[src/rtl/aes_byte_scanner_if.sv]
// Handshake/data bundle between an AES result source and the byte scanner.
// master drives load/data_in; slave returns scan status and BCD digits.
interface aes_byte_scanner_if;
    logic         load;
    logic [0:127] data_in;
    logic         busy;
    logic [3:0]   byte_idx;
    logic [3:0]   hunds;
    logic [3:0]   tens;
    logic [3:0]   units;
    logic         digits_valid;
    logic         done;

    modport master (
        output load, data_in,
        input  busy, byte_idx, hunds, tens, units, digits_valid, done
    );

    modport slave (
        input  load, data_in,
        output busy, byte_idx, hunds, tens, units, digits_valid, done
    );
endinterface

[src/rtl/aes_byte_scanner.sv]
// Scans the 16 bytes of a captured AES state through a sequential double-dabble
// and holds each BCD result for HOLD_CYCLES. Optional macro: AES_SCAN_LOOP_EN.
module aes_byte_scanner #(
    parameter logic [31:0] HOLD_CYCLES = 32'd25000000
) (
    input  logic              clk,
    input  logic              reset,
    aes_byte_scanner_if.slave bus
);
    typedef enum logic [1:0] {IDLE, CONV, HOLD} state_t;

    state_t       state_q, state_d;
    logic [0:127] data_q, data_d;
    logic [19:0]  sr_q, sr_d;
    logic [2:0]   step_q, step_d;
    logic [31:0]  cnt_q, cnt_d;
    logic [3:0]   idx_q, idx_d;
    logic [3:0]   hunds_q, hunds_d;
    logic [3:0]   tens_q, tens_d;
    logic [3:0]   units_q, units_d;
    logic         dv_q, dv_d;
    logic         done_q, done_d;
    logic         busy_q, busy_d;

    logic [19:0]  sr_adj;
    logic [19:0]  sr_sh;
    logic [3:0]   idx_nx;
    logic [7:0]   byte_nx;
    logic         hold_end;

    always_comb begin
        sr_adj = sr_q;
        if (sr_q[19:16] >= 4'd5) sr_adj[19:16] = sr_q[19:16] + 4'd3;
        if (sr_q[15:12] >= 4'd5) sr_adj[15:12] = sr_q[15:12] + 4'd3;
        if (sr_q[11:8]  >= 4'd5) sr_adj[11:8]  = sr_q[11:8]  + 4'd3;
        sr_sh    = sr_adj << 1;
        // idx_nx wraps 15->0, which is exactly the loop-mode restart byte
        idx_nx   = idx_q + 4'd1;
        byte_nx  = data_q[8*idx_nx +: 8];
        hold_end = (cnt_q == HOLD_CYCLES - 32'd1);
    end

    always_comb begin
        state_d = state_q;
        data_d  = data_q;
        sr_d    = sr_q;
        step_d  = step_q;
        cnt_d   = cnt_q;
        idx_d   = idx_q;
        hunds_d = hunds_q;
        tens_d  = tens_q;
        units_d = units_q;
        dv_d    = dv_q;
        done_d  = 1'b0;
        busy_d  = busy_q;

        unique case (state_q)
            IDLE: begin
                if (bus.load) begin
                    data_d  = bus.data_in;
                    idx_d   = 4'd0;
                    busy_d  = 1'b1;
                    sr_d    = {12'd0, bus.data_in[0:7]};
                    step_d  = 3'd0;
                    state_d = CONV;
                end
            end
            CONV: begin
                sr_d   = sr_sh;
                step_d = step_q + 3'd1;
                if (step_q == 3'd7) begin
                    hunds_d = sr_sh[19:16];
                    tens_d  = sr_sh[15:12];
                    units_d = sr_sh[11:8];
                    dv_d    = 1'b1;
                    cnt_d   = 32'd0;
                    state_d = HOLD;
                end
            end
            HOLD: begin
                if (hold_end) begin
                    dv_d = 1'b0;
`ifdef AES_SCAN_LOOP_EN
                    done_d  = (idx_q == 4'd15);
                    idx_d   = idx_nx;
                    sr_d    = {12'd0, byte_nx};
                    step_d  = 3'd0;
                    state_d = CONV;
`else
                    if (idx_q != 4'd15) begin
                        idx_d   = idx_nx;
                        sr_d    = {12'd0, byte_nx};
                        step_d  = 3'd0;
                        state_d = CONV;
                    end else begin
                        done_d  = 1'b1;
                        busy_d  = 1'b0;
                        state_d = IDLE;
                    end
`endif
                end else begin
                    cnt_d = cnt_q + 32'd1;
                end
            end
            default: state_d = IDLE;
        endcase

`ifdef AES_SCAN_LOOP_EN
        // A new load preempts the running scan, including a coincident wrap
        if (bus.load && busy_q) begin
            data_d  = bus.data_in;
            idx_d   = 4'd0;
            sr_d    = {12'd0, bus.data_in[0:7]};
            step_d  = 3'd0;
            dv_d    = 1'b0;
            done_d  = 1'b0;
            state_d = CONV;
        end
`endif
    end

    always_ff @(posedge clk or posedge reset) begin
        if (reset) begin
            state_q <= IDLE;
            data_q  <= '0;
            sr_q    <= '0;
            step_q  <= '0;
            cnt_q   <= '0;
            idx_q   <= '0;
            hunds_q <= '0;
            tens_q  <= '0;
            units_q <= '0;
            dv_q    <= 1'b0;
            done_q  <= 1'b0;
            busy_q  <= 1'b0;
        end else begin
            state_q <= state_d;
            data_q  <= data_d;
            sr_q    <= sr_d;
            step_q  <= step_d;
            cnt_q   <= cnt_d;
            idx_q   <= idx_d;
            hunds_q <= hunds_d;
            tens_q  <= tens_d;
            units_q <= units_d;
            dv_q    <= dv_d;
            done_q  <= done_d;
            busy_q  <= busy_d;
        end
    end

    assign bus.busy         = busy_q;
    assign bus.byte_idx     = idx_q;
    assign bus.hunds        = hunds_q;
    assign bus.tens         = tens_q;
    assign bus.units        = units_q;
    assign bus.digits_valid = dv_q;
    assign bus.done         = done_q;
endmodule
[src/flat_wrapper.sv]
// flat-port wrapper written by rule: the top's interface ports become plain ports
module aes_byte_scanner_flat 
#(
    parameter logic [31:0] HOLD_CYCLES = 32'd25000000
)
  (clk, reset, bus_load, bus_data_in, bus_busy, bus_byte_idx, bus_hunds, bus_tens, bus_units, bus_digits_valid, bus_done);
  aes_byte_scanner_if bus_i ();
  input  logic clk;
  input  logic reset;
  input wire logic [$bits(bus_i.load)-1:0] bus_load;
  input wire logic [$bits(bus_i.data_in)-1:0] bus_data_in;
  output wire logic [$bits(bus_i.busy)-1:0] bus_busy;
  output wire logic [$bits(bus_i.byte_idx)-1:0] bus_byte_idx;
  output wire logic [$bits(bus_i.hunds)-1:0] bus_hunds;
  output wire logic [$bits(bus_i.tens)-1:0] bus_tens;
  output wire logic [$bits(bus_i.units)-1:0] bus_units;
  output wire logic [$bits(bus_i.digits_valid)-1:0] bus_digits_valid;
  output wire logic [$bits(bus_i.done)-1:0] bus_done;
  assign bus_i.load = bus_load;
  assign bus_i.data_in = bus_data_in;
  assign bus_busy = bus_i.busy;
  assign bus_byte_idx = bus_i.byte_idx;
  assign bus_hunds = bus_i.hunds;
  assign bus_tens = bus_i.tens;
  assign bus_units = bus_i.units;
  assign bus_digits_valid = bus_i.digits_valid;
  assign bus_done = bus_i.done;
  aes_byte_scanner #(.HOLD_CYCLES(HOLD_CYCLES)) u_core (.clk(clk), .reset(reset), .bus(bus_i));
endmodule
[config.mk]
export PLATFORM = sky130hd
export DESIGN_NAME = aes_byte_scanner_flat
export DESIGN_NICKNAME = d
export VERILOG_FILES = /design/src/rtl/aes_byte_scanner_if.sv /design/src/rtl/aes_byte_scanner.sv /design/src/flat_wrapper.sv
export SDC_FILE = /design/constraint.sdc
export NUM_CORES = 1
export LEC_CHECK = 0
export BUFFER_PORTS_ARGS = -buffer_cell sky130_fd_sc_hd__buf_2
export CORE_MARGIN = 2
export CORE_UTILIZATION = 50
export DETAILED_ROUTE_END_ITERATION = 8
export PLACE_DENSITY_LB_ADDON = 0.15
export SKIP_LAST_GASP = 1
export SLEW_MARGIN = 10
export SYNTH_ARGS = -nofsm -noshare
export SYNTH_HDL_FRONTEND = slang
export SYNTH_SLANG_ARGS = --single-unit
export TNS_END_PERCENT = 100
[constraint.sdc]
create_clock -name clk -period 6 [get_ports clk]
set_input_delay 0.6 -clock clk [delete_from_list [all_inputs] [get_ports clk]]
set_output_delay 0.6 -clock clk [all_outputs]
set_load 0.005 [all_outputs]
==> qor.yml, run 1 <==
seq_power_share_pct: 50.0
dieArea_um2: 20800
slew_viol_final: 0
drtIter0Drc: 332
max_stage_delay_ns: 0.89
synth.most_common_cell: "dfrtp_1"
ios: 150
path_cells: "ha_2 -> and3_1 -> o31a_1 -> or2_1 -> mux2_2"
drive_gt1_share_pct: 40.4
viasPerCell: 5.51
powerDensity_nw_per_um2: 240
critPathRequiredTime_ns: 6.39
wl_met2_um: 10000
combPwrFrac_pct: 2.8
clkSlewWorstSetupHoldPaths_ns: 0.06
clock_sinks: 204
p_switching_mw: 0.584
gr-usage-all-layers_pct: 21.6
clockBufferDepth: 3
ir_drop_mv: 0.213
initial_core_util_pct: 50.7
wire_per_inst_um: 17.8
hp-class: "primary input to async pin"
cp.arrival_ns: 3.80
rr_worst_depth: 5
synth-edff-count: 0
finalCriticalPeriod_ns: 3.41
dp_hpwl_um: 15100
finalHoldViolations: 0
pwr-share-clk_pct: 47.3
rr_endpoint: "u_core.sr_q[0]$_DFFE_PP0P_"
crit_slowest_cell: "dfrtp_2"
coreArea_um2: 19400
num_rows: 51
ys_types: 51
antenna_found_initial: 0
yosysWarningCount: 0
syn_area_um2: 9840
r2r_slack_ns: 2.59
die_h_um: 144
drc: 0
synth_top_area_share_pct: 51.9
numPortBuffers: 149
worstSkewPairLatency_ns: 0.51
yosys_register_bits: 204
internal-power_mw: 2.17
nFillCells: 1710
grt_max_degree: 74
finalSetupTns_ns: 0
seq_area_frac_synth_pct: 51.9
cp_max_fo: 32
rsz0062_at_grt: "no"
avgSynthCellArea_um2: 12.2
clock-root-buffer: "clkbuf_16"
rr_startpoint: "u_core.bus.byte_idx[0]$_DFFE_PP0P_"
area_growth_syn_to_layout_pct: 16.7
synthCells: 806
numCtsBuffers: 22
m1WireLength_um: 10100
synth_area_leaders: "dfrtp_1 52%, mux2_2 18%, mux4_2 5.7%, o21ai_0 3.3%, ha_1 1.8%"
dr.pass1.iters: 5
dr.max_layer_used: "met4"
gp_congestion: 0.825
timing.hold.ws_ns: 0.0442
async_flop_share_pct: 100
synth_fp_nets: 951
antenna_cells: 0
cts_setup_buffers: 0
drt-total-wl_um: 21600
grt-ovfl-total: 0
grt_pass1_vias: 6727
hold_buffers: 0
maxCapViolCount: 0
endpoint_kind: "register"
startpoint_type: "register"
cts_tree: "done"
met3_length_um: 1070
synth_ff_type: "dfrtp_1"
nNetsFinal: 1083
fp.dieW_um: 144
final.setup_skew_ns: 0.0115
relSlewSlack_pct: 35.0
sw_frac_of_total_pct: 21.2
cts.repair.resized: 0
tightest_slew_ns: 0.976
fin_crit_sh_pct: 56.8
worst-setup-path-type: "register to register"
setup_viol: 0
cts_max_level: 1
power_leakage_nw: 5.49
fmax_ghz: 0.294
outcome: "finished clean"
synth_top_area_cell: "dfrtp_1"
vias: 6707
grt_pass1_wl_um: 35500
synthTopCellsByCount: "204 x dfrtp_1, 155 x mux2_2, 65 x o21ai_0"
detail-route-antenna-nets: 0
## critical path, delay by kind of cell (launching register included)
kind                       cells  cell delay (ns)
muxes                          1             0.41
DFF                            1             0.89
adders and majority gates      1             0.42
and+or+nand+nor                2             0.93
AOI/OAI and AO/OA              1             0.64
## layer usage
metal | up-vias | global-route usage, %
met3 | 30 | 3.18
met5 | - | 0
met1 | 3293 | 32.4
met2 | 161 | 33.4
li1 | 3223 | -
met4 | 0 | 4.85
## flip-flops by register name (all words and copies together), names as in the netlist
register,count
u_core.bus.hunds,4
u_core.cnt_q,32
u_core.step_q,3
u_core.sr_q,20
u_core.bus.done,1
u_core.data_q,128
u_core.state_q,2
u_core.bus.byte_idx,4
u_core.bus.units,4
u_core.bus.busy,1
u_core.bus.tens,4
u_core.bus.digits_valid,1
## cell usage in the layout (no fill, tap or decap), drive strengths merged, types with 4 or more instances in the layout
master	instances
dfrtp	204
mux2	155
buf	154
o21ai	66
nand2	41
nor2	37
clkbuf	33
mux4	25
nand3	23
inv	21
a21oi	20
xnor2	19
nor4	14
ha	14
o31ai	13
nor3	10
nand4	9
or3	9
or4	7
nand2b	7
o22ai	7
a22oi	7
o311a	7
nor3b	6
mux2i	5
or2	5
clkinv	5
a31oi	4
## power groups by stage
| stage | Combinational (mW) | Sequential (mW) | Clock (mW) |
|---|---|---|---|
| floorplan | 0.0215 | 1.40 | 0 |
| global placement | 0.0811 | 1.40 | 0 |
| detailed placement | 0.0797 | 1.40 | 0 |
| CTS | 0.0797 | 1.38 | 1.34 |
| global route | 0.0870 | 1.37 | 1.40 |
| finish | 0.0765 | 1.38 | 1.30 |
## metrics by stage
| step | total power [mW] | instances | worst slack [ns] | area [um2] | utilization [%] |
|---|---|---|---|---|---|
| global route | 2.86 | 1218 | 2.31 | 11500 | 59.2 |
| CTS | 2.79 | 1218 | 2.56 | 11500 | 59.2 |
| floorplan | 1.42 | 806 | 2.76 | 9850 | - |
| global placement | 1.48 | 1179 | 2.61 | 10800 | 55.6 |
| finish | 2.75 | 1218 | 2.59 | 11500 | 59.2 |
| detailed placement | 1.48 | 1179 | 2.56 | 10800 | 55.6 |
## how the worst max path moves through the flow
stage	start	endpoint	slack [ns]	depth (start not counted)
2_1_floorplan	reset	u_core.bus.busy$_DFFE_PP0P_	2.76	1
3_3_place_gp	u_core.bus.byte_idx[0]$_DFFE_PP0P_	u_core.sr_q[0]$_DFFE_PP0P_	2.61	5
3_5_place_dp	u_core.bus.byte_idx[0]$_DFFE_PP0P_	u_core.sr_q[0]$_DFFE_PP0P_	2.56	5
4_1_cts	u_core.bus.byte_idx[0]$_DFFE_PP0P_	u_core.sr_q[0]$_DFFE_PP0P_	2.56	5
5_1_grt	u_core.bus.byte_idx[0]$_DFFE_PP0P_	u_core.sr_q[0]$_DFFE_PP0P_	2.31	5
6_report	u_core.bus.byte_idx[0]$_DFFE_PP0P_	u_core.sr_q[0]$_DFFE_PP0P_	2.59	5
## cell type report
class | instances | area (um2) | area share, %
sequential | 204 | 5110 | 44.4
multi-input combinational | 534 | 4480 | 39.0
timing repair buffer | 154 | 783 | 6.82
clock buffer | 33 | 662 | 5.76
tap | 265 | 332 | 2.89
inverter | 22 | 86.3 | 0.751
clock inverter | 6 | 43.8 | 0.381
## logic make-up (layout without fill, tap and decap cells)
logic type	after synthesis	in the layout	share of synthesized area, %
compound gates	136	136	8.39
xor+xnor	21	21	1.94
fa+ha+maj	14	14	1.78
buf+inv	68	215	2.80
flops	204	204	51.9
mux	185	185	24.0
simple gates	178	178	9.28
Power figures use the tool's default switching activity.
==> inputs of run 2 (changes only) <==
clock period = 3.05 ns   (was 6 ns; I/O delays follow)
==> run 2 against run 1 <==
  * Flip-flop and latch count unchanged
  * Utilization up 3.6 points
  * Sequential share of layout area down 2.5 points
  * Hold slack worse by 0.027 ns
  * Clock power up 100%
  * Maximum frequency up 23%
  * Wire length up 4.6%
==> qor.yml, run 2 (synthesis results as in run 1) <==
timing.hold.ws_ns: 0.0167  # -0.0275 ns
gp_congestion: 0.849  # +2.9%
grt_pass1_vias: 7048  # +4.8%
placed_area_um2: 11000  # +2.0%
drive_gt1_share_pct: 39.7  # -0.69 points
cp.arrival_ns: 3.22  # -0.58 ns
whs_path_depth: 2
startpoint_type: "register"
cp_max_fo: 13  # -59%
cts_max_level: 1  # unchanged
mostFrequentLayoutCell: "dfrtp_1"
cts_setup_buffers: 0  # unchanged
setup_viol: 0  # unchanged
largest_register_ffs: 128  # unchanged
finalHoldViolations: 0  # unchanged
drtIter0Drc: 413  # +24%
top_register: "u_core.data_q"
worst-setup-path-type: "register to register"
outcome: "finished clean"
rr_worst_depth: 7  # +2
ir_drop_mv: 0.455  # +110%
cts_tree: "done"
detail-route-antenna-nets: 0  # unchanged
hold_end: "u_core.data_q[84]$_DFFE_PP0P_"
nFillCells: 1577  # -7.8%
final.setup_skew_ns: 0.0188  # +0.00735 ns
relSlewSlack_pct: 39.1  # +4.1 points
endpoint_kind: "register"
gr-usage-all-layers_pct: 22.4  # +0.81 points
dieArea_um2: 20800  # unchanged
r2r_slack_ns: 0.28  # -2.31 ns
maxCapViolCount: 0  # unchanged
reg_top3: "u_core.data_q: 128 flops, u_core.cnt_q: 32 flops, u_core.sr_q: 20 flops"
clock-root-buffer: "clkbuf_16"
numPortBuffers: 149  # unchanged
powerDensity_nw_per_um2: 456  # +90%
grt_pass1_wl_um: 36700  # +3.4%
dr.pass1.iters: 5  # unchanged
antenna_found_initial: 2  # +2
drc: 0  # unchanged
cts.repair.resized: 0  # unchanged
rsz0062_at_grt: "no"
fmax_ghz: 0.361  # +23%
ios: 150  # unchanged
viasPerCell: 5.52  # +0.19%
clockBufferDepth: 3  # unchanged
regArea_um2: 5110  # unchanged
coreArea_um2: 19400  # unchanged
finalCriticalPeriod_ns: 2.77  # -0.637 ns
hold_buffers: 46  # +46
rr_startpoint: "u_core.state_q[0]$_DFFE_PP0P_"
drt-total-wl_um: 22600  # +4.6%
grt-ovfl-total: 0  # unchanged
critPathRequiredTime_ns: 3.50  # -2.89 ns
slew_viol_final: 0  # unchanged
hp-class: "primary input to register"
power_leakage_nw: 5.81  # +5.8%
power_mw: 5.56  # +100%
finalSetupTns_ns: 0  # unchanged
num_rows: 51  # unchanged
tightest_slew_ns: 0.912  # -0.0632 ns
vias: 7067  # +5.4%
dp_hpwl_um: 15700  # +3.6%
die_h_um: 144  # unchanged
min_from: "bus_data_in[43]"
clock_sinks: 204  # unchanged
rr_endpoint: "u_core.cnt_q[30]$_DFFE_PP0P_"
postLayoutCellArea_um2: 12200  # +6.1%
multi_input_area_um2: 4470  # about the same
clkSlewWorstSetupHoldPaths_ns: 0.06  # about the same
final_cell_mix: "203 x dfrtp_1, 155 x mux2_2, 149 x buf_2, 65 x o21ai_0, 46 x dlygate4sd3_1"
wire_per_inst_um: 17.7  # -0.54%
area_growth_syn_to_layout_pct: 23.8
fp.dieW_um: 144  # unchanged
fin_crit_sh_pct: 90.8  # +34 points
numCtsBuffers: 23  # +4.5%
nNetsFinal: 1149  # +6.1%
initial_core_util_pct: 50.7  # unchanged
grt_max_degree: 59  # -20%
worstSkewPairLatency_ns: 0.52  # about the same
==> run 2: cell count changes in the layout (fill, tap and decap cells not counted), moves of 2 or more <==
cell	delta
dlygate4sd3_1	+46
buf_4	+13
buf_12	+6
clkbuf_1	-3
clkinv_2	-2
==> run 2: layout make-up <==
class	count	share of cell area, %
tap	265	2.72
clock inverter	4	0.308
timing repair buffer	219	12.0
antenna	1	0.0205
multi-input combinational	534	36.7
inverter	22	0.708
clock buffer	32	5.66
sequential	204	41.9
==> run 2: layer usage <==
layer	track usage [%]	part of all wire [%]
met1	31.9	45
met2	35.5	47
met3	5.00	6.0
met4	5.06	1.9
met5	0	0
==> run 2: worst max-delay path: stages (launching register included) <==
cell and delay (ns):
dfrtp_1 0.38, inv_1 0.08, ha_1 0.38, inv_2 0.15, or4_1 0.70, or3_1 0.47
or4_1 0.47, nand2_1 0.07
==> run 2: where the power goes <==
group / internal [mW] / switching, mW
clock network: 1.57 / 1.08
logic: 0.111 / 0.0957
registers: 2.71 / 0
total: 4.39 / 1.18
==> run 2: how the worst max path moves through the flow <==
| stage | end | start |
|---|---|---|
| after CTS | u_core.cnt_q[30]$_DFFE_PP0P_ | u_core.state_q[0]$_DFFE_PP0P_ |
| after detailed placement | u_core.cnt_q[30]$_DFFE_PP0P_ | u_core.state_q[0]$_DFFE_PP0P_ |
| final | u_core.cnt_q[30]$_DFFE_PP0P_ | u_core.state_q[0]$_DFFE_PP0P_ |
| after global placement | u_core.cnt_q[30]$_DFFE_PP0P_ | u_core.state_q[0]$_DFFE_PP0P_ |
| after floorplan | u_core.bus.busy$_DFFE_PP0P_ | reset |
| after global routing | u_core.cnt_q[30]$_DFFE_PP0P_ | u_core.state_q[0]$_DFFE_PP0P_ |
==> run 2: through the flow <==
stage	instances	setup slack [ns]	util [%]
2_1_floorplan	806	0.101	-
3_3_place_gp	1198	0.367	56.7
3_5_place_dp	1198	0.289	56.7
4_1_cts	1280	0.285	62.8
5_1_grt	1280	0.160	62.8
6_report	1281	0.281	62.8
